File: src/rtl/kb_event_pkg.sv
`default_nettype none
// ============================================================================
// Module   : kb_event_pkg
// Purpose  : Shared types and constants for the keyboard event queue.
//            Contents:
//              - the scan-code parser state encoding
//              - the set-2 prefix bytes (extended, break, pause)
//              - the fake-shift codes
//              - the bit positions of the fields in a one-byte key event
// Ports    : none (package)
// Revision : 1.0 - initial release
// ============================================================================
package kb_event_pkg;

  typedef enum logic [2:0] {
    ST_IDLE    = 3'd0,
    ST_EXT     = 3'd1,
    ST_BRK     = 3'd2,
    ST_EXT_BRK = 3'd3,
    ST_SKIP    = 3'd4
  } parse_state_t;

  localparam logic [7:0] PFX_EXT      = 8'hE0;
  localparam logic [7:0] PFX_BRK      = 8'hF0;
  localparam logic [7:0] PFX_PAUSE    = 8'hE1;
  localparam logic [2:0] PAUSE_SKIP   = 3'd7;
  localparam logic [7:0] FAKE_SHIFT_L = 8'h12;
  localparam logic [7:0] FAKE_SHIFT_R = 8'h59;

  // Event byte layout: release flag on top, 7-bit key code below.
  localparam int EV_REL_BIT  = 7;
  localparam int EV_CODE_MSB = 6;
  localparam int EV_CODE_LSB = 0;

  // Extended sequences wrap some keys in synthetic shift make/break codes.
  // Those codes must never reach the CPU.
  function automatic logic is_fake_shift(input logic [7:0] code);
    return (code == FAKE_SHIFT_L) || (code == FAKE_SHIFT_R);
  endfunction

endpackage
`default_nettype wire

File: src/rtl/kb_event_fifo.sv
`default_nettype none
// ============================================================================
// Module   : kb_event_fifo
// Purpose  : DEPTH x 8 synchronous FIFO for key events. A push and a pop in
//            the same cycle are both honoured, even when the FIFO is full.
//            A pop while empty is ignored.
// Ports    :
//   clk      in   system clock
//   rst      in   asynchronous active-high reset
//   push_i   in   write data_i this cycle (dropped if full without a pop)
//   data_i   in   event byte to write
//   pop_i    in   advance the read pointer (ignored if empty)
//   head_o   out  oldest entry, 0 when empty (combinational)
//   count_o  out  entries held, 0..DEPTH
//   full_o   out  count_o == DEPTH
//   empty_o  out  count_o == 0
// Revision : 1.0 - initial release
// ============================================================================
module kb_event_fifo #(
  parameter int DEPTH = 8
) (
  input  logic                     clk,
  input  logic                     rst,
  input  logic                     push_i,
  input  logic [7:0]               data_i,
  input  logic                     pop_i,
  output logic [7:0]               head_o,
  output logic [$clog2(DEPTH):0]   count_o,
  output logic                     full_o,
  output logic                     empty_o
);

  localparam int AW = $clog2(DEPTH);
  localparam logic [AW:0] FULL_CNT = (AW + 1)'(DEPTH);

  logic [7:0]    mem_q [DEPTH];
  logic [AW-1:0] wr_ptr_q, wr_ptr_d;
  logic [AW-1:0] rd_ptr_q, rd_ptr_d;
  logic [AW:0]   count_q, count_d;
  logic          do_push;
  logic          do_pop;

  assign full_o  = (count_q == FULL_CNT);
  assign empty_o = (count_q == '0);

  // A pop in the same cycle frees a slot, so a full FIFO still accepts.
  assign do_pop  = pop_i & ~empty_o;
  assign do_push = push_i & (~full_o | do_pop);

  always_comb begin
    wr_ptr_d = wr_ptr_q;
    rd_ptr_d = rd_ptr_q;
    count_d  = count_q;
    // Pointers are AW bits wide and DEPTH is a power of two, so they wrap
    // naturally.
    if (do_push) wr_ptr_d = wr_ptr_q + 1'b1;
    if (do_pop)  rd_ptr_d = rd_ptr_q + 1'b1;
    case ({do_push, do_pop})
      2'b10:   count_d = count_q + 1'b1;
      2'b01:   count_d = count_q - 1'b1;
      default: count_d = count_q;
    endcase
  end

  always_ff @(posedge clk or posedge rst) begin
    if (rst) begin
      wr_ptr_q <= '0;
      rd_ptr_q <= '0;
      count_q  <= '0;
    end else begin
      wr_ptr_q <= wr_ptr_d;
      rd_ptr_q <= rd_ptr_d;
      count_q  <= count_d;
    end
  end

  // Storage carries no reset; an entry is only visible once it has been
  // written.
  always_ff @(posedge clk) begin
    if (do_push) mem_q[wr_ptr_q] <= data_i;
  end

  assign head_o  = empty_o ? 8'h00 : mem_q[rd_ptr_q];
  assign count_o = count_q;

endmodule
`default_nettype wire

File: src/rtl/kb_event_queue.sv
`default_nettype none
// ============================================================================
// Module   : kb_event_queue
// Purpose  : Parses PS/2 set-2 scan bytes into one-byte key events and
//            queues them for the CPU.
//            Event byte: bit 7 = release, bits 6:0 = scan_code[6:0].
//            A rising edge of ack pops the head entry.
//            Optional macro KB_REPEAT_FILTER_EN: tracks a held-key vector
//            and discards repeated presses of a key that is already held.
// Ports    :
//   clk        in   system clock
//   rst        in   asynchronous active-high reset
//   scan_code  in   raw byte from the PS/2 receiver
//   scan_valid in   one-cycle strobe qualifying scan_code
//   ack        in   CPU read of the KEYBOARD address (level)
//   dout       out  {non-empty, head event}; 9'h000 when empty
//   count      out  entries held
//   overflow   out  sticky: an event was dropped because the FIFO was full
// Revision : 1.0 - initial release
// ============================================================================
module kb_event_queue
  import kb_event_pkg::*;
#(
  parameter int DEPTH = 8
) (
  input  logic                   clk,
  input  logic                   rst,
  input  logic [7:0]             scan_code,
  input  logic                   scan_valid,
  input  logic                   ack,
  output logic [8:0]             dout,
  output logic [$clog2(DEPTH):0] count,
  output logic                   overflow
);

  parse_state_t state_q, state_d;
  logic [2:0]   skip_q, skip_d;
  logic         ack_q;
  logic         overflow_q;
  logic         ev_push;
  logic         ev_rel;
  logic [7:0]   ev_byte;
  logic         fifo_push;
  logic         pop;
  logic [7:0]   head;
  logic         full;
  logic         empty;

  // Parser next-state logic. Codes with bit 7 set have no 7-bit key
  // encoding, so they are dropped wherever an event would be made.
  always_comb begin
    state_d = state_q;
    skip_d  = skip_q;
    ev_push = 1'b0;
    ev_rel  = 1'b0;
    if (scan_valid) begin
      case (state_q)
        ST_IDLE: begin
          if (scan_code == PFX_EXT) begin
            state_d = ST_EXT;
          end else if (scan_code == PFX_BRK) begin
            state_d = ST_BRK;
          end else if (scan_code == PFX_PAUSE) begin
            state_d = ST_SKIP;
            skip_d  = PAUSE_SKIP;
          end else if (!scan_code[7]) begin
            ev_push = 1'b1;
          end
        end
        ST_EXT: begin
          if (scan_code == PFX_BRK) begin
            state_d = ST_EXT_BRK;
          end else begin
            state_d = ST_IDLE;
            ev_push = !scan_code[7] && !is_fake_shift(scan_code);
          end
        end
        ST_BRK: begin
          state_d = ST_IDLE;
          ev_push = !scan_code[7];
          ev_rel  = 1'b1;
        end
        ST_EXT_BRK: begin
          state_d = ST_IDLE;
          ev_push = !scan_code[7] && !is_fake_shift(scan_code);
          ev_rel  = 1'b1;
        end
        ST_SKIP: begin
          // The pause sequence is a fixed length. The byte that takes the
          // counter to zero is the last one swallowed.
          skip_d = skip_q - 1'b1;
          if (skip_q == 3'd1) state_d = ST_IDLE;
        end
        default: state_d = ST_IDLE;
      endcase
    end
  end

  always_comb begin
    ev_byte                          = 8'h00;
    ev_byte[EV_REL_BIT]              = ev_rel;
    ev_byte[EV_CODE_MSB:EV_CODE_LSB] = scan_code[6:0];
  end

`ifdef KB_REPEAT_FILTER_EN
  logic [127:0] held_q, held_d;
  logic         press_dup;

  assign press_dup = ev_push & ~ev_rel & held_q[scan_code[6:0]];
  assign fifo_push = ev_push & ~press_dup;

  // The held state follows the key itself. It is updated even when the
  // FIFO later drops the event.
  always_comb begin
    held_d = held_q;
    if (ev_push) held_d[scan_code[6:0]] = ~ev_rel;
  end

  always_ff @(posedge clk or posedge rst) begin
    if (rst) held_q <= '0;
    else     held_q <= held_d;
  end
`else
  assign fifo_push = ev_push;
`endif

  // Only the first cycle of an ack read pops. A CPU that holds the address
  // across several cycles still consumes just one entry.
  assign pop = ack & ~ack_q;

  always_ff @(posedge clk or posedge rst) begin
    if (rst) begin
      state_q    <= ST_IDLE;
      skip_q     <= '0;
      ack_q      <= 1'b0;
      overflow_q <= 1'b0;
    end else begin
      state_q    <= state_d;
      skip_q     <= skip_d;
      ack_q      <= ack;
      // A full FIFO with a concurrent pop still accepts, so that case is
      // not an overflow.
      overflow_q <= overflow_q | (fifo_push & full & ~pop);
    end
  end

  kb_event_fifo #(
    .DEPTH (DEPTH)
  ) u_fifo (
    .clk     (clk),
    .rst     (rst),
    .push_i  (fifo_push),
    .data_i  (ev_byte),
    .pop_i   (pop),
    .head_o  (head),
    .count_o (count),
    .full_o  (full),
    .empty_o (empty)
  );

  assign dout     = {~empty, head};
  assign overflow = overflow_q;

endmodule
`default_nettype wire

File: config.mk
export PLATFORM = sky130hd
export DESIGN_NAME = kb_event_queue
export DESIGN_NICKNAME = d
export VERILOG_FILES = /design/src/rtl/kb_event_pkg.sv /design/src/rtl/kb_event_fifo.sv /design/src/rtl/kb_event_queue.sv
export SDC_FILE = /design/constraint.sdc
export NUM_CORES = 1
export LEC_CHECK = 0
export CAP_MARGIN = 5
export CORE_UTILIZATION = 55
export CTS_CLUSTER_DIAMETER = 120
export CTS_CLUSTER_SIZE = 25
export DETAILED_ROUTE_END_ITERATION = 8
export PLACE_DENSITY = 0.73
export SLEW_MARGIN = 10
export SYNTH_ARGS = -nofsm -noshare
export SYNTH_HDL_FRONTEND = slang
export SYNTH_SLANG_ARGS = --single-unit
File: constraint.sdc
create_clock -name clk -period 3.6 [get_ports clk]
set_clock_uncertainty 0.05 [all_clocks]
set_input_delay 0.36 -clock clk [delete_from_list [all_inputs] [get_ports clk]]
set_output_delay 0.36 -clock clk [all_outputs]
set_load 0.02 [all_outputs]
==> run_results.csv, run 1 <==
group,metric,value,unit
logic_synthesis,seq_area_frac_synth,67.4,%
layout,area_delta_synth_final,17.0,%
global_routing,grt_max_degree,19,
sta,setup_violations,0,
pwr,leakage,1.46,nW
pwr,seqPwrFrac,43.9,%
detailed_routing,wire_per_inst,19.1,um
worst_setup_path,crit_fanout,18,
global_routing,antenna_found_initial,0,
clocking,cts_resized,0,
worst_setup_path,startpoint,"u_fifo.rd_ptr_q[1]$_DFFE_PP0P_",
pwr,combinationalPowerShare,34.7,%
logic_synthesis,synth_top_flop_cell,"edfxtp_1",
clocking,insertion_delay,340,ps
die,io_pins,26,
logic_synthesis,synth_edf_count,64,
logic_synthesis,avgSynthCellArea,16.7,um2
placed_design,portBuffers,25,
detailed_routing,drt_iter0_markers,109,
placed_design,gp_congestion,0.729,
sta,finalHoldViolations,0,
pwr,cell_internal_pwr,2.03,mW
pwr,clockPowerShare,21.4,%
die,die_area,6730,um2
logic_synthesis,netlist.area_leader.share,54.6,%
pwr,vdd_drop_max,0.000413,V
sta,fmaxAchievable,0.358,GHz
layout,nNetsFinal,269,
worst_setup_path,reg2reg_depth,10,
logic_synthesis,yosysWarnings,0,
worst_setup_path,critical_path_arrival,2380,ps
die,core.rowCount,28,
logic_synthesis,synthArstFlopShare,22.0,%
pwr,p_total,3.01,mW
clocking,numCtsBuffers,9,
pwr,p_switching,0.977,mW
pwr,powerDensity,731,nW/um2
worst_setup_path,worstSetupPathType,"reg2out",
clocking,tritoncts,"yes",
worst_setup_path,r2r-start,"state_q[2]$_DFFE_PP0P_",
global_routing,grt_pass1_wl,9780,um
die,fp.coreArea,6060,um2
detailed_routing,wl,6290,um
worst_setup_path,start_kind,"register",
clocking,root_buffer,"clkbuf_8",
layout,fin_util,67.9,%
worst_setup_path,critical-path-max-stage-delay,850,ps
logic_synthesis,synth_nets,230,
clocking,ctsHtreeMaxLevel,3,
layout,layout-drive-gt1-share,19.6,%
logic_synthesis,synth_area_leaders,"edfxtp_1 (55%), dfrtp_1 (13%), mux4_2 (10%)",
global_routing,grt_util_all_layers,21.4,%
logic_synthesis,syn_area,3520,um2
global_routing,first_global_vias,1842,
die,initial_utilization,58.1,%
detailed_routing,antenna_left,0,
global_routing,grt_overflow,0,
die,fp.dieW,82.0,um
sta,finalCritPeriodShare,77.5,%
detailed_routing,remaining_drc_errors,0,
sta,slew_viol_final,0,
detailed_routing,dr.pass1.iters,4,
detailed_routing,vias_per_cell,5.76,
logic_synthesis,yosysTopAreaCell,"edfxtp_1",
clocking,cts_buffer_depth,2,
clocking,cts_sinks,82,
placed_design,hpwl,4040,um
logic_synthesis,synth-seq-cells,82,
detailed_routing,vias,1902,
hold_path,min_path_type,"in2async",
die,die_h,82.0,um
sta,slew_headroom,47.5,%
worst_setup_path,crit_required,3190,ps
worst_setup_path,path_cells,"mux4_2, mux2i_1, nor2_1, clkdlybuf4s50_1",
sta,period_needed,2790,ps
sta,timing.hold.ws,392,ps
flow_run,maxCapViolations,0,
outcome,status,"completed",
sta,tns,0,ps
layout,diodes,0,
clocking,cts_setup_buffers,0,
pwr,swShare,32.4,%
sta,worst_slew_pin_slew,788,ps
worst_setup_path,cp_slowest_cell,"dfrtp_1",
logic_synthesis,synth_cells,211,
clocking,cts_hold_buffers,0,
clocking,clk_pin_slew,80,ps
worst_setup_path,cp-end-kind,"output port",
sta,rsz0062_at_grt,"no",
logic_synthesis,synth.distinct_cells,44,
==> cells in the mapped netlist (all sizes together), types with 3 or more instances <==
library cell,number
edfxtp,64
dfrtp,18
mux4,16
nor2,15
nand2,13
mux2i,10
inv,9
ha,6
xnor2,6
buf,5
nand3,5
nor3b,4
nor4b,4
nor3,3
nor4,3
o21a,3
==> area by class of cell <==
| class | count | area [um2] |
|---|---|---|
| flip-flops and latches | 82 | 2370 |
| fillers | 417 | 1940 |
| multi-input cells | 113 | 1100 |
| repair buffers | 35 | 325 |
| clock buffers | 10 | 128 |
| well taps | 75 | 93.8 |
| clock inverters | 6 | 66.3 |
| inverters | 9 | 33.8 |
==> per-stage QoR <==
step / instances / worst slack, ps / instance area (um2)
floorplan: 211 / 1040 / 3520
global placement: 314 / 659 / 3920
detailed placement: 314 / 589 / 3920
CTS: 330 / 738 / 4120
global route: 330 / 610 / 4120
finish: 330 / 810 / 4120
==> metal layers <==
layer  up-vias  track usage (%)  wire length [um]
met2        50             31.9              3030
met5         -                0                 0
li1        894                -                 -
met3         6             6.00               347
met1       952             30.1              2870
met4         0             7.72                46
==> registers in the layout (all words and copies together), names as in the netlist <==
signal           cells
skip_q               3
state_q              3
u_fifo.count_o       4
u_fifo.mem_q        64
u_fifo.rd_ptr_q      3
u_fifo.wr_ptr_q      3
overflow             1
ack_q                1
==> path summary, 6_finish.rpt <==
kind                                                   to  slack (ps)
min                         u_fifo.count_o[3]$_DFFE_PP0P_         390
min reg2reg                            overflow$_DFF_PP0_         440
min in group clk                       overflow$_DFF_PP0_         440
max                                               dout[2]         810
max reg2reg                 u_fifo.count_o[3]$_DFFE_PP0P_        1170
max in group asynchronous  u_fifo.rd_ptr_q[1]$_DFFE_PP0P_        2660
==> layout by cell type, fill, tap and decap left out, types with 2 or more instances in the layout <==
master / instances
and3_1: 2
buf_4: 10
clkbuf_8: 9
clkdlybuf4s50_1: 25
clkinv_2: 2
clkinv_4: 2
dfrtp_1: 18
edfxtp_1: 64
ha_1: 6
inv_1: 8
mux2i_1: 10
mux4_2: 16
nand2_1: 12
nand3_1: 5
nand4_1: 2
nor2_1: 14
nor3_1: 3
nor3b_1: 4
nor4_1: 2
nor4b_1: 2
nor4b_2: 2
o21a_1: 3
o21ai_0: 2
xnor2_1: 6
==> cell families (layout without fill, tap and decap cells) <==
kind of cell	count (synthesis)	after routing	share of synthesized area, %
and+or+nand+nor	56	56	9.13
muxes	28	28	13.8
DFF	82	82	67.4
buffers and inverters	16	60	1.78
adders and majority gates	7	7	2.70
xor gates and xnor gates	7	7	1.74
AOI/OAI and AO/OA	15	15	3.45
==> power groups by stage <==
stage | sequential (mW) | clock [mW] | combinational [mW]
finish | 1.32 | 0.644 | 1.05
global route | 1.34 | 0.694 | 1.13
CTS | 1.32 | 0.660 | 1.06
detailed placement | 1.34 | 0 | 1.06
global placement | 1.34 | 0 | 1.04
floorplan | 1.28 | 0 | 0.721
==> worst max-delay path: cells and delay by family, from the launching register on <==
kind	cells	cell delay (ps)
buf+inv	1	530
flops	1	850
mux	2	600
simple gates	1	60
Power figures use the tool's default switching activity.
==> inputs of run 2 (changes only) <==
CORE_UTILIZATION = 52   (was 55)
PLACE_DENSITY = 0.72   (was 0.73)
clock period = 2.45 ns   (was 3.6 ns; I/O delays follow)
==> run_results.csv, run 2 (synthesized netlist as in run 1, its figures left out) <==
group,metric,value,unit
clocking,ctsHtreeMaxLevel,3,
layout,stdcell_area,4340,um2
clocking,cts_setup_buffers,0,
worst_setup_path,crit_fanout,4,
worst_setup_path,reg2reg_to,"u_fifo.count_o[3]$_DFFE_PP0P_",
die,io_pins,26,
die,fp.coreArea,6460,um2
layout,layout-drive-gt1-share,27.7,%
clocking,cts_buffer_depth,2,
layout,area_delta_synth_final,23.3,%
pwr,combinationalPowerShare,38.4,%
flow_run,maxCapViolations,0,
worst_setup_path,crit_family,"compound AO/OA/AOI/OAI gates",
layout,largest_register_ffs,64,
sta,slew_headroom,51.7,%
hold_path,holdPathEnd,"u_fifo.mem_q[2][3]$_DFFE_PP_",
die,core.rowCount,29,
pwr,leakage,1.63,nW
die,die_h,84.3,um
layout,layout_common_cells,"edfxtp_1 (64), buf_4 (36), dfrtp_1 (17)",
worst_setup_path,critPathBufInv,2,
detailed_routing,wire_per_inst,18.7,um
die,initial_utilization,54.5,%
clocking,cts_hold_buffers,0,
outcome,violations,"DRC",
clocking,insertion_delay,340,ps
die,fp.dieW,84.3,um
layout,fin_util,67.2,%
sta,tns,0,ps
pwr,seqPwrFrac,43.5,%
layout,diodes,0,
worst_setup_path,ff2ff_setup_slack,250,ps
pwr,vdd_drop_max,0.000561,V
clocking,root_buffer,"clkbuf_8",
pwr,p_switching,1.43,mW
worst_setup_path,worstSetupPathType,"in2reg",
pwr,swShare,32.9,%
sta,fmaxAchievable,0.428,GHz
hold_path,min_path_type,"in2reg",
worst_setup_path,reg2reg_depth,10,
pwr,cell_internal_pwr,2.91,mW
hold_path,worstHoldStart,"scan_code[3]",
clocking,tritoncts,"yes",
worst_setup_path,critical-path-max-stage-delay,520,ps
detailed_routing,antenna_left,0,
worst_setup_path,crit_required,2670,ps
worst_setup_path,cp_slowest_cell,"clkdlybuf4s50_1",
worst_setup_path,r2r-start,"u_fifo.count_o[1]$_DFFE_PP0P_",
detailed_routing,remaining_drc_errors,4,
global_routing,grt_util_all_layers,20.7,%
worst_setup_path,critical_path_arrival,2560,ps
clocking,cts_sinks,82,
sta,setup_violations,0,
worst_setup_path,start_kind,"primary input",
detailed_routing,vias_per_cell,5.74,
layout,layout_commonest_cell,"edfxtp_1",
pwr,powerDensity,1000,nW/um2
outcome,status,"complete, but fails checks",
layout,nNetsFinal,298,
placed_design,hpwl,4670,um
placed_design,dpl_cell_area,4180,um2
clocking,clk_pin_slew,80,ps
worst_setup_path,path_cells,"clkdlybuf4s50_1, and4b_1, o2111ai_2, nand2_1, nand2_4, inv_2, ha_1, a21o_1, a21oi_2, nor2_1, a22oi_1, xnor2_1",
global_routing,first_global_vias,2139,
layout,largest-register,"u_fifo.mem_q",
detailed_routing,drt_iter0_markers,114,
worst_setup_path,cp-end-kind,"register",
sta,slew_viol_final,0,
global_routing,grt_max_degree,19,
sta,period_needed,2340,ps
pwr,p_total,4.35,mW
sta,worst_slew_pin_slew,724,ps
detailed_routing,wl,6720,um
placed_design,gp_congestion,0.776,
sta,finalHoldViolations,0,
hold_path,min_path_cells,1,
die,die_area,7100,um2
sta,finalCritPeriodShare,95.4,%
placed_design,portBuffers,25,
global_routing,grt_pass1_wl,10500,um
clocking,numCtsBuffers,9,
detailed_routing,vias,2059,
pwr,clockPowerShare,18.1,%
global_routing,grt_overflow,0,
global_routing,antenna_found_initial,0,
detailed_routing,dr.pass1.iters,7,
==> run 2: cell types whose count changed in the layout (fill, tap and decap cells not counted), moves of 2 or more <==
| cell | change |
|---|---|
| buf_4 | +26 |
| clkdlybuf4s50_1 | -10 |
| dlygate4sd2_1 | +8 |
| buf_12 | +3 |
| clkinv_1 | +3 |
| clkinv_2 | -2 |
| clkinv_4 | -2 |
| dlymetal6s2s_1 | +2 |
==> run 2: worst max-delay path by stage <==
| stage | start | end | slack [ps] | cells after the start |
|---|---|---|---|---|
| global placement | scan_code[1] | u_fifo.count_o[3]$_DFFE_PP0P_ | -240 | 12 |
| detailed placement | scan_code[1] | u_fifo.count_o[3]$_DFFE_PP0P_ | -370 | 12 |
| floorplan | state_q[2]$_DFFE_PP0P_ | u_fifo.mem_q[0][0]$_DFFE_PP_ | 20 | 4 |
| finish | scan_code[0] | u_fifo.count_o[3]$_DFFE_PP0P_ | 110 | 12 |
| CTS | scan_code[1] | u_fifo.count_o[3]$_DFFE_PP0P_ | 20 | 12 |
| global route | scan_code[0] | u_fifo.count_o[3]$_DFFE_PP0P_ | -2 | 12 |
==> run 2: what timing repair did <==
item / 4_1_cts / 5_1_grt
pin swaps: 0 / 1
setup endpoints to repair: 9 / 1
endpoints found under the hold margin: 0 / 0
resized for setup: 10 / 4
==> run 2: final cells by class <==
cell class	instances	area [um2]
clock buffers	10	128
clock inverters	4	20.0
fillers	460	2120
inverters	9	33.8
multi-input cells	113	1110
flip-flops and latches	82	2370
well taps	77	96.3
repair buffers	64	576
==> run 2: power groups by stage <==
stage,sequential [mW],combinational [mW],clock [mW]
2_1_floorplan,1.88,1.06,0
3_3_place_gp,1.91,1.73,0
3_5_place_dp,1.92,1.76,0
4_1_cts,1.89,1.68,0.809
5_1_grt,1.91,1.80,0.853
6_report,1.89,1.67,0.787
==> run 2: routing by layer <==
metal | vias to the layer above | GRT usage [%] | wire length (um)
li1 | 950 | - | -
met3 | 13 | 3.15 | 224
met1 | 1049 | 25.1 | 2820
met4 | 0 | 12.1 | 150
met2 | 47 | 35.7 | 3520
met5 | - | 0 | 0
==> run 2: stage by stage <==
stage / worst slack (ps) / instances / hold slack (ps)
finish: 112 / 359 / 186
global route: -1.97 / 359 / 225
CTS: 23.8 / 359 / 270
detailed placement: -366 / 345 / 445
global placement: -240 / 345 / 428
floorplan: 17.6 / 211 / 134
==> inputs of run 3 (changes only) <==
CAP_MARGIN = not set   (was 5)
SYNTH_HIERARCHICAL = 1   (was not set)
==> run_results.csv, run 3 <==
group,metric,value,unit
outcome,status,"completed",
sta,timing.hold.ws,129,ps
die,die_h,85.6,um
global_routing,antenna_found_initial,0,
logic_synthesis,ys_top_cells_by_count,"edfxtp_1 (64), nor2_1 (20), dfrtp_1 (18), mux4_2 (16), inv_1 (15)",
logic_synthesis,synth_cells,230,
sta,slew_viol_final,0,
pwr,cell_internal_pwr,3.10,mW
flow_run,maxCapViolations,0,
logic_synthesis,synthArstFlopShare,22.0,%
detailed_routing,wl,7030,um
global_routing,grt_pass1_wl,11100,um
logic_synthesis,synth_top_flop_cell,"edfxtp_1",
pwr,p_switching,1.55,mW
clocking,cts_hold_buffers,0,
placed_design,pre_cts_ws,-624,ps
die,initial_utilization,53.7,%
sta,fmaxAchievable,0.418,GHz
layout,nNetsFinal,310,
sta,fin_ws,59.9,ps
logic_synthesis,synth_nets,249,
sta,slew_headroom,57.1,%
detailed_routing,vias,2118,
layout,layout_common_cells,"edfxtp_1 (64), buf_4 (29), dfrtp_1 (16), mux4_2 (16)",
sta,rsz0062_at_grt,"yes",
logic_synthesis,synth_most_common_cell,"edfxtp_1",
placed_design,portBuffers,25,
detailed_routing,dr.pass1.iters,4,
clocking,ctsHtreeMaxLevel,3,
placed_design,hpwl,4760,um
pwr,powerDensity,1030,nW/um2
pwr,vdd_drop_max,0.000507,V
layout,layout_commonest_cell,"edfxtp_1",
sta,tns,0,ps
logic_synthesis,synth_area_leaders,"edfxtp_1 (53%), dfrtp_1 (12%), mux4_2 (9.9%)",
worst_setup_path,cp-end-kind,"register",
sta,worst_slew_pin_slew,643,ps
clocking,cts_sinks,82,
worst_setup_path,worstSetupPathType,"in2reg",
pwr,seqPwrFrac,39.4,%
hold_path,min_path_type,"in2async",
logic_synthesis,synth_edf_count,64,
placed_design,dp_cells,359,
die,fp.dieW,85.6,um
layout,diodes,0,
sta,setup_violations,0,
placed_design,gp_congestion,0.732,
die,io_pins,26,
pwr,combinationalPowerShare,39.7,%
logic_synthesis,synth-seq-cells,82,
worst_setup_path,critical_path_arrival,2550,ps
pwr,p_total,4.65,mW
logic_synthesis,netlist.area_leader.share,52.9,%
logic_synthesis,yosysTopAreaCell,"edfxtp_1",
layout,area_delta_synth_final,24.3,%
logic_synthesis,yosysWarnings,6,
sta,finalCritPeriodShare,97.6,%
sta,period_needed,2390,ps
detailed_routing,remaining_drc_errors,0,
clocking,insertion_delay,340,ps
detailed_routing,antenna_left,0,
detailed_routing,drt_iter0_markers,93,
worst_setup_path,start_kind,"primary input",
clocking,tritoncts,"yes",
detailed_routing,vias_per_cell,5.63,
global_routing,grt_util_all_layers,21.0,%
placed_design,dpl_cell_area,4290,um2
layout,largest-register,"u_fifo/mem_q",
global_routing,first_global_vias,2105,
global_routing,grt_overflow,0,
die,die_area,7320,um2
logic_synthesis,avgSynthCellArea,15.8,um2
worst_setup_path,crit_required,2610,ps
clocking,cts_buffer_depth,2,
layout,largest_register_ffs,64,
layout,layout-drive-gt1-share,31.4,%
die,fp.coreArea,6760,um2
clocking,clk_pin_slew,80,ps
pwr,swShare,33.4,%
clocking,numCtsBuffers,9,
layout,fin_cells,376,
worst_setup_path,ff2ff_setup_slack,60,ps
logic_synthesis,syn_area,3630,um2
logic_synthesis,synth.distinct_cells,52,
layout,fin_util,66.8,%
logic_synthesis,seq_area_frac_synth,65.3,%
global_routing,grt_max_degree,19,
sta,finalHoldViolations,0,
layout,nFillCells,477,
detailed_routing,wire_per_inst,18.7,um
layout,stdcell_area,4510,um2
pwr,clockPowerShare,20.9,%
die,core.rowCount,30,
pwr,leakage,1.66,nW
worst_setup_path,crit_fanout,7,
clocking,root_buffer,"clkbuf_8",
-- run 3: power by group through the flow --
stage	registers, mW	logic [mW]	clock network, mW
finish	1.83	1.84	0.969
global route	1.85	2.02	1.05
CTS	1.83	1.84	0.994
detailed placement	1.86	1.92	0
global placement	1.85	1.87	0
floorplan	1.83	1.21	0
-- run 3: critical path, stage by stage --
cell and delay, ps:
dlygate4sd2_1 300, or4b_4 550, a211oi_4 280, nor3_4 80
inv_2 80, nand2b_4 60, inv_4 70, ha_4 140
nor2_2 40, or3_4 370, o211ai_1 180, o221ai_1 140
-- run 3: cell families (layout without fill, tap and decap cells) --
kind of cell | Yosys count | count (layout) | synth area share, %
compound gates | 26 | 26 | 5.75
xor+xnor | 6 | 6 | 1.45
fa+ha+maj | 7 | 7 | 2.62
buf+inv | 23 | 89 | 2.86
flops | 82 | 82 | 65.3
mux | 27 | 27 | 13.1
simple gates | 59 | 59 | 8.86
-- run 3: cell type report --
cell class / instances / area (um2) / area share, %
sequential: 82 / 2370 / 52.6
timing repair buffer: 58 / 532 / 11.8
tap: 80 / 100 / 2.22
clock buffer: 10 / 128 / 2.83
clock inverter: 6 / 71.3 / 1.58
inverter: 15 / 58.8 / 1.30
multi-input combinational: 125 / 1250 / 27.7
-- run 3: final timing paths --
path,start,end,depth (start not counted)
worst max-delay path,scan_code[6],u_fifo/count_o[3]$_DFFE_PP0P_,12
worst min-delay path,rst,state_q[2]$_DFFE_PP0P_,2
worst max register to register,u_fifo/count_o[1]$_DFFE_PP0P_,u_fifo/count_o[3]$_DFFE_PP0P_,9
worst min register to register,overflow$_DFF_PP0_,overflow$_DFF_PP0_,2
max in group asynchronous,rst,u_fifo/count_o[0]$_DFFE_PP0P_,2
min in group clk,scan_code[6],u_fifo/mem_q[5][6]$_DFFE_PP_,1
-- run 3: timing repair --
item | CTS | global route
setup endpoints to repair | 59 | 18
buffers inserted | 0 | 1
pin swaps | 1 | 1
gates resized for setup | 20 | 5
hold endpoints to repair | 0 | 0
-- run 3: per-layer routing --
metal / track usage (%) / part of all wire (%) / vias to the layer above
li1: - / - / 994
met1: 29.6 / 44 / 1055
met2: 33.2 / 48 / 58
met3: 3.66 / 5.3 / 11
met4: 8.33 / 1.8 / 0
met5: 0 / 0 / -
